===== src/rtl/param_register_file.sv =====
// ============================================================================
// param_register_file : multi-port register file, busy scoreboard, read bypass
// Revision: 1.0
// ============================================================================
`default_nettype none

module param_register_file #(
  parameter int XLEN         = 32,
  parameter int NUM_REGS     = 32,
  parameter int NUM_RD_PORTS = 2,
  parameter int NUM_WR_PORTS = 2,
  parameter int ZERO_REG     = 1,
  parameter int BYPASS       = 1,
  localparam int IDX_W       = $clog2(NUM_REGS)
) (
  input  logic                           clk_in,
  input  logic                           rst_in,
  input  logic [NUM_RD_PORTS*IDX_W-1:0]  rd_idx_in,
  output logic [NUM_RD_PORTS*XLEN-1:0]   rd_data_out,
  output logic [NUM_RD_PORTS-1:0]        rd_busy_out,
  input  logic [NUM_WR_PORTS-1:0]        wr_en_in,
  input  logic [NUM_WR_PORTS*IDX_W-1:0]  wr_idx_in,
  input  logic [NUM_WR_PORTS*XLEN-1:0]   wr_data_in,
  input  logic                           claim_en_in,
  input  logic [IDX_W-1:0]               claim_idx_in,
  input  logic                           flush_in,
  output logic                           wr_conflict_out
);

  logic [XLEN-1:0]     regs_q [NUM_REGS];
  logic [XLEN-1:0]     regs_d [NUM_REGS];
  logic [NUM_REGS-1:0] busy_q;
  logic [NUM_REGS-1:0] busy_d;
  logic                conflict_q;
  logic                conflict_d;

  logic [IDX_W-1:0]    w_wr_idx  [NUM_WR_PORTS];
  logic [XLEN-1:0]     w_wr_data [NUM_WR_PORTS];
  logic [NUM_WR_PORTS-1:0] w_wr_ok;

  generate
    for (genvar k = 0; k < NUM_WR_PORTS; k++) begin : g_wr_unpack
      assign w_wr_idx[k]  = wr_idx_in[k*IDX_W +: IDX_W];
      assign w_wr_data[k] = wr_data_in[k*XLEN +: XLEN];
      // A write port is effective only if enabled and not aimed at a hardwired x0
      assign w_wr_ok[k]   = wr_en_in[k] && !((ZERO_REG != 0) && (w_wr_idx[k] == '0));
    end
  endgenerate

  always_comb begin
    regs_d     = regs_q;
    busy_d     = busy_q;
    conflict_d = 1'b0;
    // Ascending port order so the highest-numbered port lands last and wins
    for (int k = 0; k < NUM_WR_PORTS; k++) begin
      if (w_wr_ok[k]) begin
        regs_d[w_wr_idx[k]] = w_wr_data[k];
        busy_d[w_wr_idx[k]] = 1'b0;
      end
    end
    if (flush_in) begin
      busy_d = '0;
    end else if (claim_en_in && !((ZERO_REG != 0) && (claim_idx_in == '0))) begin
      busy_d[claim_idx_in] = 1'b1;
    end
    for (int i = 0; i < NUM_WR_PORTS; i++) begin
      for (int j = i + 1; j < NUM_WR_PORTS; j++) begin
        if (w_wr_ok[i] && w_wr_ok[j] && (w_wr_idx[i] == w_wr_idx[j])) begin
          conflict_d = 1'b1;
        end
      end
    end
  end

  always_ff @(posedge clk_in or posedge rst_in) begin
    if (rst_in) begin
      for (int r = 0; r < NUM_REGS; r++) begin
        regs_q[r] <= '0;
      end
      busy_q     <= '0;
      conflict_q <= 1'b0;
    end else begin
      regs_q     <= regs_d;
      busy_q     <= busy_d;
      conflict_q <= conflict_d;
    end
  end

  assign wr_conflict_out = conflict_q;

  generate
    for (genvar p = 0; p < NUM_RD_PORTS; p++) begin : g_rd
      logic [IDX_W-1:0] ridx;
      logic [XLEN-1:0]  data;
      logic             busy;

      assign ridx = rd_idx_in[p*IDX_W +: IDX_W];

      always_comb begin
        data = regs_q[ridx];
        busy = busy_q[ridx];
        if (BYPASS != 0) begin
          for (int k = 0; k < NUM_WR_PORTS; k++) begin
            if (wr_en_in[k] && (w_wr_idx[k] == ridx)) begin
              data = w_wr_data[k];
              busy = 1'b0;
            end
          end
        end
        // Reset gating keeps bypassed write data from leaking out while rst_in is high
        if (((ZERO_REG != 0) && (ridx == '0)) || rst_in) begin
          data = '0;
          busy = 1'b0;
        end
      end

      assign rd_data_out[p*XLEN +: XLEN] = data;
      assign rd_busy_out[p]              = busy;
    end
  endgenerate

endmodule

`default_nettype wire


===== config.mk =====
export PLATFORM = sky130hd
export DESIGN_NAME = param_register_file
export DESIGN_NICKNAME = d
export VERILOG_FILES = /design/src/rtl/param_register_file.sv
export SDC_FILE = /design/constraint.sdc
export NUM_CORES = 2
export LEC_CHECK = 0
export CORE_MARGIN = 5
export CORE_UTILIZATION = 45
export DETAILED_ROUTE_END_ITERATION = 12
export MAX_ROUTING_LAYER = met4
export PLACE_DENSITY = 0.64
export SLEW_MARGIN = 20
export SYNTH_ARGS = -nofsm -noshare
export SYNTH_HDL_FRONTEND = slang
export SYNTH_SLANG_ARGS = --single-unit

===== constraint.sdc =====
create_clock -name clk_in -period 95.9 [get_ports clk_in]
set_input_delay 19.18 -clock clk_in [delete_from_list [all_inputs] [get_ports clk_in]]
set_output_delay 19.18 -clock clk_in [all_outputs]
set_load 0.05 [all_outputs]

### Word-level counts from Yosys, hierarchy flattened

Index checks and enable logic that the tools add are counted.

| operators by class | value |
|---|---|
| add/subtract/negate cells | 0 |
| $mul | 0 |
| div/mod/pow operators | 0 |
| order comparisons | 14 |
| eq/ne operators | 5 |
| shift-type cells | 0 |
| muxes and demuxes | 41 |
| bitwise operators | 9 |
| reduce and logical (&&, ||, !) cells | 24 |

Operators with widths:

| operator | number |
|---|---|
| $bwmux 1024 | 2 |
| $mux 1024 | 2 |
| $mux 32 | 16 |
| $bmux 32 s5 | 2 |
| $demux 32 s5 | 2 |
| $and 32x32->32 | 2 |
| $not 32->32 | 2 |
| $or 32x32->32 | 1 |
| $lt 5x6->1 const B | 5 |
| $eq 5x5->1 | 5 |
| $logic_not 5->1 | 5 |
| $ge 6x6->1 const B | 4 |
| $not 5->6 | 4 |
| $demux 1 s5 | 3 |
| $ge 5x1->1 const B | 3 |
| $logic_and 1x1->1 | 14 |
| $lt 6x1->1 const B | 2 |
| $mux 1 | 12 |
| $bmux 1 s5 | 2 |
| $logic_not 1->1 | 3 |
| $logic_or 1x1->1 | 2 |

| storage, ports and cells | value |
|---|---|
| register bits | 1057 |
| latch bits | 0 |
| memory bits (writable) | 0 |
| memory bits (read-only) | 0 |
| output and inout port bits | 67 |
| word-level logic and storage cells | 127 |
| memories | 0 |

### Longest topological paths before layout

| logic depth | value |
|---|---|
| depth after elaboration | 12 |
| gate-level depth with buffers | 13 |
| depth with buffers taken out | 6 |

### Worst setup path after synthesis

OpenSTA, ideal clock, no wires.

| timing | value |
|---|---|
| path type | input-to-output |
| start | in rst_in |
| end | out rd_data_out[35] |
| arrival time | 45.866 ns |
| setup slack | 30.854 ns |
| cell stages on the path | 6 |
| path buffers | 1 |
| cell sequence | inv_1 -> nand2_1 -> or4_1 -> buf_2 -> a21oi_1 -> a211o_1 |

| between the ends | value |
|---|---|
| cells in the longest elaborated chain, start to end | 2 |

RTL lines:

| what | line | text |
|---|---|---|
| start: declaration | 17 | `input logic rst_in,` |
| $logic_or 1x1->1 | 111 | `if (((ZERO_REG != 0) && (ridx == '0)) \|\| rst_in) begin` |
| $mux 32 | 111 |  |
| end: declaration | 19 | `output logic [NUM_RD_PORTS*XLEN-1:0] rd_data_out,` |

Every way passes these cells.

### Final worst setup path

| timing | value |
|---|---|
| start | in rd_idx_in[7] |
| end | out rd_data_out[57] |

| between the ends | value |
|---|---|
| cells in the longest elaborated chain, start to end | 7 |
| elaborated cells on any way between the ends | 13 |
| those cells by class | eq/ne (2); mux (6); bitwise (1); reduce/logical (4) |

RTL lines:

| what | line | text |
|---|---|---|
| start: declaration | 18 | `input logic [NUM_RD_PORTS*IDX_W-1:0] rd_idx_in,` |
| $not 5->6 (implied by the code) | 100 | `data = regs_q[ridx];` |
| $bmux 32 s5 | 100 |  |
| $mux 32 (implied by the code) (2 in series) | 100 |  |
| $mux 32 (2 in series) | 104 | `if (wr_en_in[k] && (w_wr_idx[k] == ridx)) begin` |
| $mux 32 (*) | 111 |  |

Every way passes the cells marked *; elsewhere a longest branch is shown, timed or not. The select of a mux whose other input is x is not followed.

==> results.txt <==
- Share of final-layout standard cells stronger than drive strength 1: 0.145
- The number of global-route vias before repair came to 54600.
* Count of final hold-check violations: 0
- Dpl cells: 7985
* Data arrival time at the worst-slack endpoint: 24450 ps
- The net count of the finished layout is 6268.
- Startpoint-to-endpoint class of the critical path: in -> out
- After synthesis the cells add up to 66800 um2.
* Fillers: 13200
- Worst max-slew margin expressed relative to the limit: 0.166
* P_leak: 32.2 nW
* Number of non-filler instances in the completed layout: 8211
- Commonest non-fill, non-tap cell in the layout: mux2i_1
- Dividing total power by cell area gives a power density of ~20 nW/um2.
- Averaged over all synthesized cells, the footprint is 10.2 um2.
- Clock latency on the worst-skew pair, taken at its later pin, is 750 ps.
- Commonest cells after routing, fill and taps aside: mux2i_1 (1126), dfrtp_1 (1057), nand2_1 (774)
* Period utilization: 0.455
- For the final database, setup skew stands at 0 ps.
* Most common cell type on the critical path: buf_4
- Largest area contributor in the synthesized netlist: dfrtp_1
- Crit path buf inv count: 4
* Synthesis-to-finish area growth: 9.28%
- Cells on worst reg2reg path: 2
- In this run, synthesis inferred 0 flip-flops with an integrated enable.
- The number of setup buffers added after CTS is 0.
* Post-route design area: between 70000 and 80000 um2
- Entering global routing, the biggest net connects 181 pins.
- In this run, post-CTS hold repair placed 0 buffers.
- Setup repair after global routing left no endpoint under its margin.
- Based on the critical path, the design can be clocked at up to 22.9 MHz.
- On the worst path, the slowest cell contributes a delay of 1000 ps.
- Proportion of register bits with asynchronous set or reset after synthesis: 1.00
* Setup tns final: 0 ps
* H-Tree Depth: 3
- The worst setup path is launched from a primary input.
- The floorplan has 141 rows.
* Number of antenna violations at the first check in global routing: 19
* Worst Setup End Kind: output port
* Drt drc: 0
- Cells along the critical path: buf_8 > buf_4 > xor2_1 > nor4_2 > and3_2 > or4_2 > buf_4 > a21oi_1 > or3_1 > clkdlybuf4s50_1
- 162 I/O pins were placed.
* Clock sink count: 1057
- Die outline height: 395 um
- Overall power consumption after layout is estimated at between 1 and 1.5 mW.
* Final Setup Violations: 0
- In this run, synthesis produced a sequential element count of 1057.
- Total of cells resized after clock tree synthesis: 0
* DR vias: 57000
* Count of max-cap constraint violations: 0
- Using the TritonRoute via totals, the vias-per-cell ratio works out to 6.94.
* Detail Route Antenna Nets: 0
- Syn nets: 6673
* Effective utilization at floorplan: 0.452
- Violation count after the first detailed-routing iteration: 9176
* Fraction of post-synthesis cell area in the top cell type by area: 0.396
* Cells taking the most area after synthesis: dfrtp_1 (40%), mux2i_1 (17%), mux4_2 (15%), nand2_1 (4.5%), a21oi_1 (3.8%)
- Reg-to-reg slack, setup: 94950 ps
- Combined global-route utilization of all metal layers: 0.350
- Across the VDD grid, the largest voltage drop is 0.0147 mV.
* Number of synthesis warnings: 0
- Detailed-placement wirelength estimate: 157 mm
* Crit path to: rd_data_out[57]
- Minimum period implied by the final worst setup slack: about 44000 ps
- Dominant register cell in the synthesized netlist: dfrtp_1
- The flow ran to the end, and the final reports show no timing, DRC or antenna violations.
- The clock passes through at most 3 buffers.
- The startpoint identified for the worst register-to-register timing path is regs_q[819].
- Wirelength per Cell: around 34 um
- Transition time at the pin with the least slew margin: 1250 ps
- The first global-routing pass estimated roughly 390 mm of wire.
- The floorplan step set the die width to ~400 um.
- The tree is rooted in a clkbuf_16.
* Critical path fanouts, max: between 40 and 50
- Crit path depth: 10
* Cell with the biggest individual delay on the critical path: and3_2
- For the worst setup path, the data required time is approximately 77000 ps.
- The die covers 156000 um2.
* Capture point of the worst reg-to-reg path: regs_q[819]
* Clock tree from TritonCTS: done
- Number of different library cells in the post-synthesis netlist: 63
* Placement-stage cell area: about 69000 um2
- Sequential area share after synthesis: 0.396
* Top Family by Delay on Critical Path: simple AND/OR/NAND/NOR gates
- For this run the aggregate overflow at the end of global routing stands at 0.
* Max-slew violation count: 0
- Iteration count of the initial detailed-routing pass: 8
- Buffers inserted during clock tree synthesis total roughly 120.
- Critical path origin: rd_idx_in[7]
- The floorplan step defined a core boundary enclosing between 100000 and 150000 um2.
- In the synthesized netlist, the number of instances is 6578.
- The congestion estimate from routability-driven global placement came to 0.979.
- Clock input transition at the sequential cells of the worst setup and hold paths: 60 ps
- Path category of the worst min-delay check: reg -> reg
- Count of buffers inserted at the top-level ports: 161
- The final layout contains routed wiring with a total length of 276 mm.
## sequential cells by signal, summed over array words and instances (netlist names)
| signal | cells |
|---|---|
| regs_q | 1024 |
| busy_q | 32 |
| wr_conflict_out | 1 |
## logic make-up (layout without fill, tap and decap cells)
group | count (synthesis) | in the layout | synth area share
compound gates | 1574 | 1574 | 0.136
xor+xnor | 24 | 24 | 0.00315
buf+inv | 865 | 550 | 0.0553
flops | 1057 | 1057 | 0.396
mux | 1584 | 1584 | 0.319
other cells | 0 | 18 | 0
simple gates | 1474 | 1474 | 0.0902
## synth_stat cells (4+ instances only)
library cell / instances
mux2i_1: 1126
dfrtp_1: 1057
nand2_1: 802
clkbuf_1: 529
a21oi_1: 508
nor2_1: 468
mux4_2: 432
o21ai_0: 327
o21ai_1: 312
buf_2: 178
a22oi_1: 152
buf_1: 91
o221ai_1: 68
nand3_1: 65
o22ai_1: 45
a32oi_1: 42
buf_4: 40
a211o_1: 32
and3_1: 31
a31oi_1: 26
or3_1: 24
mux2_2: 23
a211oi_1: 22
nand3b_1: 16
a22o_1: 15
xor2_1: 15
inv_1: 11
nor3_1: 9
xnor2_1: 9
clkbuf_2: 8
nand4_1: 8
nor2b_1: 8
a221o_1: 7
buf_6: 7
a221oi_1: 6
and2_1: 6
nor2_2: 5
and3b_1: 4
nand2b_1: 4
## through the flow
| step | hold slack, ps | setup slack (ps) | util |
|---|---|---|---|
| after global placement | 374 | 52640 | 0.467 |
| after global routing | 406 | 52360 | 0.494 |
| after CTS | 397 | 52590 | 0.494 |
| final | 395 | 52270 | 0.494 |
| after floorplan | 438 | 30850 | - |
| after detailed placement | 384 | 52570 | 0.468 |
## routing by layer
layer  up-vias  part of all wire  GRT usage
li1      23200                 -          -
met1     28300              0.38      0.464
met2      4634              0.41      0.470
met3       967              0.15      0.129
met4         0             0.060      0.177
met5         -                 0          -
## layout make-up
class | instances | area [um2] | area share
sequential | 1057 | 26500 | 0.362
inverter | 11 | 48.8 | 0.000668
clock inverter | 34 | 344 | 0.00471
tap | 1930 | 2410 | 0.0331
clock buffer | 173 | 3460 | 0.0474
multi-input combinational | 4656 | 37200 | 0.510
antenna | 18 | 45.0 | 0.000617
timing repair buffer | 332 | 3040 | 0.0416
## power by group
part | internal, mW | switching, mW | leakage, nW
clock | 0.261 | 0.199 | 1.89
sequential | 0.557 | 0.0897 | 13.1
combinational | 0.188 | 0.197 | 17.2
## worst min-delay path by stage
stage,cells past startpoint,from,slack [ps],to
6_report,0,regs_q[1017],390,regs_q[1017]
5_1_grt,0,regs_q[1002],410,regs_q[1002]
4_1_cts,0,regs_q[1012],400,regs_q[1012]
3_5_place_dp,0,regs_q[1009],380,regs_q[1009]
3_3_place_gp,0,regs_q[1023],370,regs_q[1023]
2_1_floorplan,1,regs_q[1023],440,regs_q[1023]
Note: power is estimated with default switching activity, not from simulation.
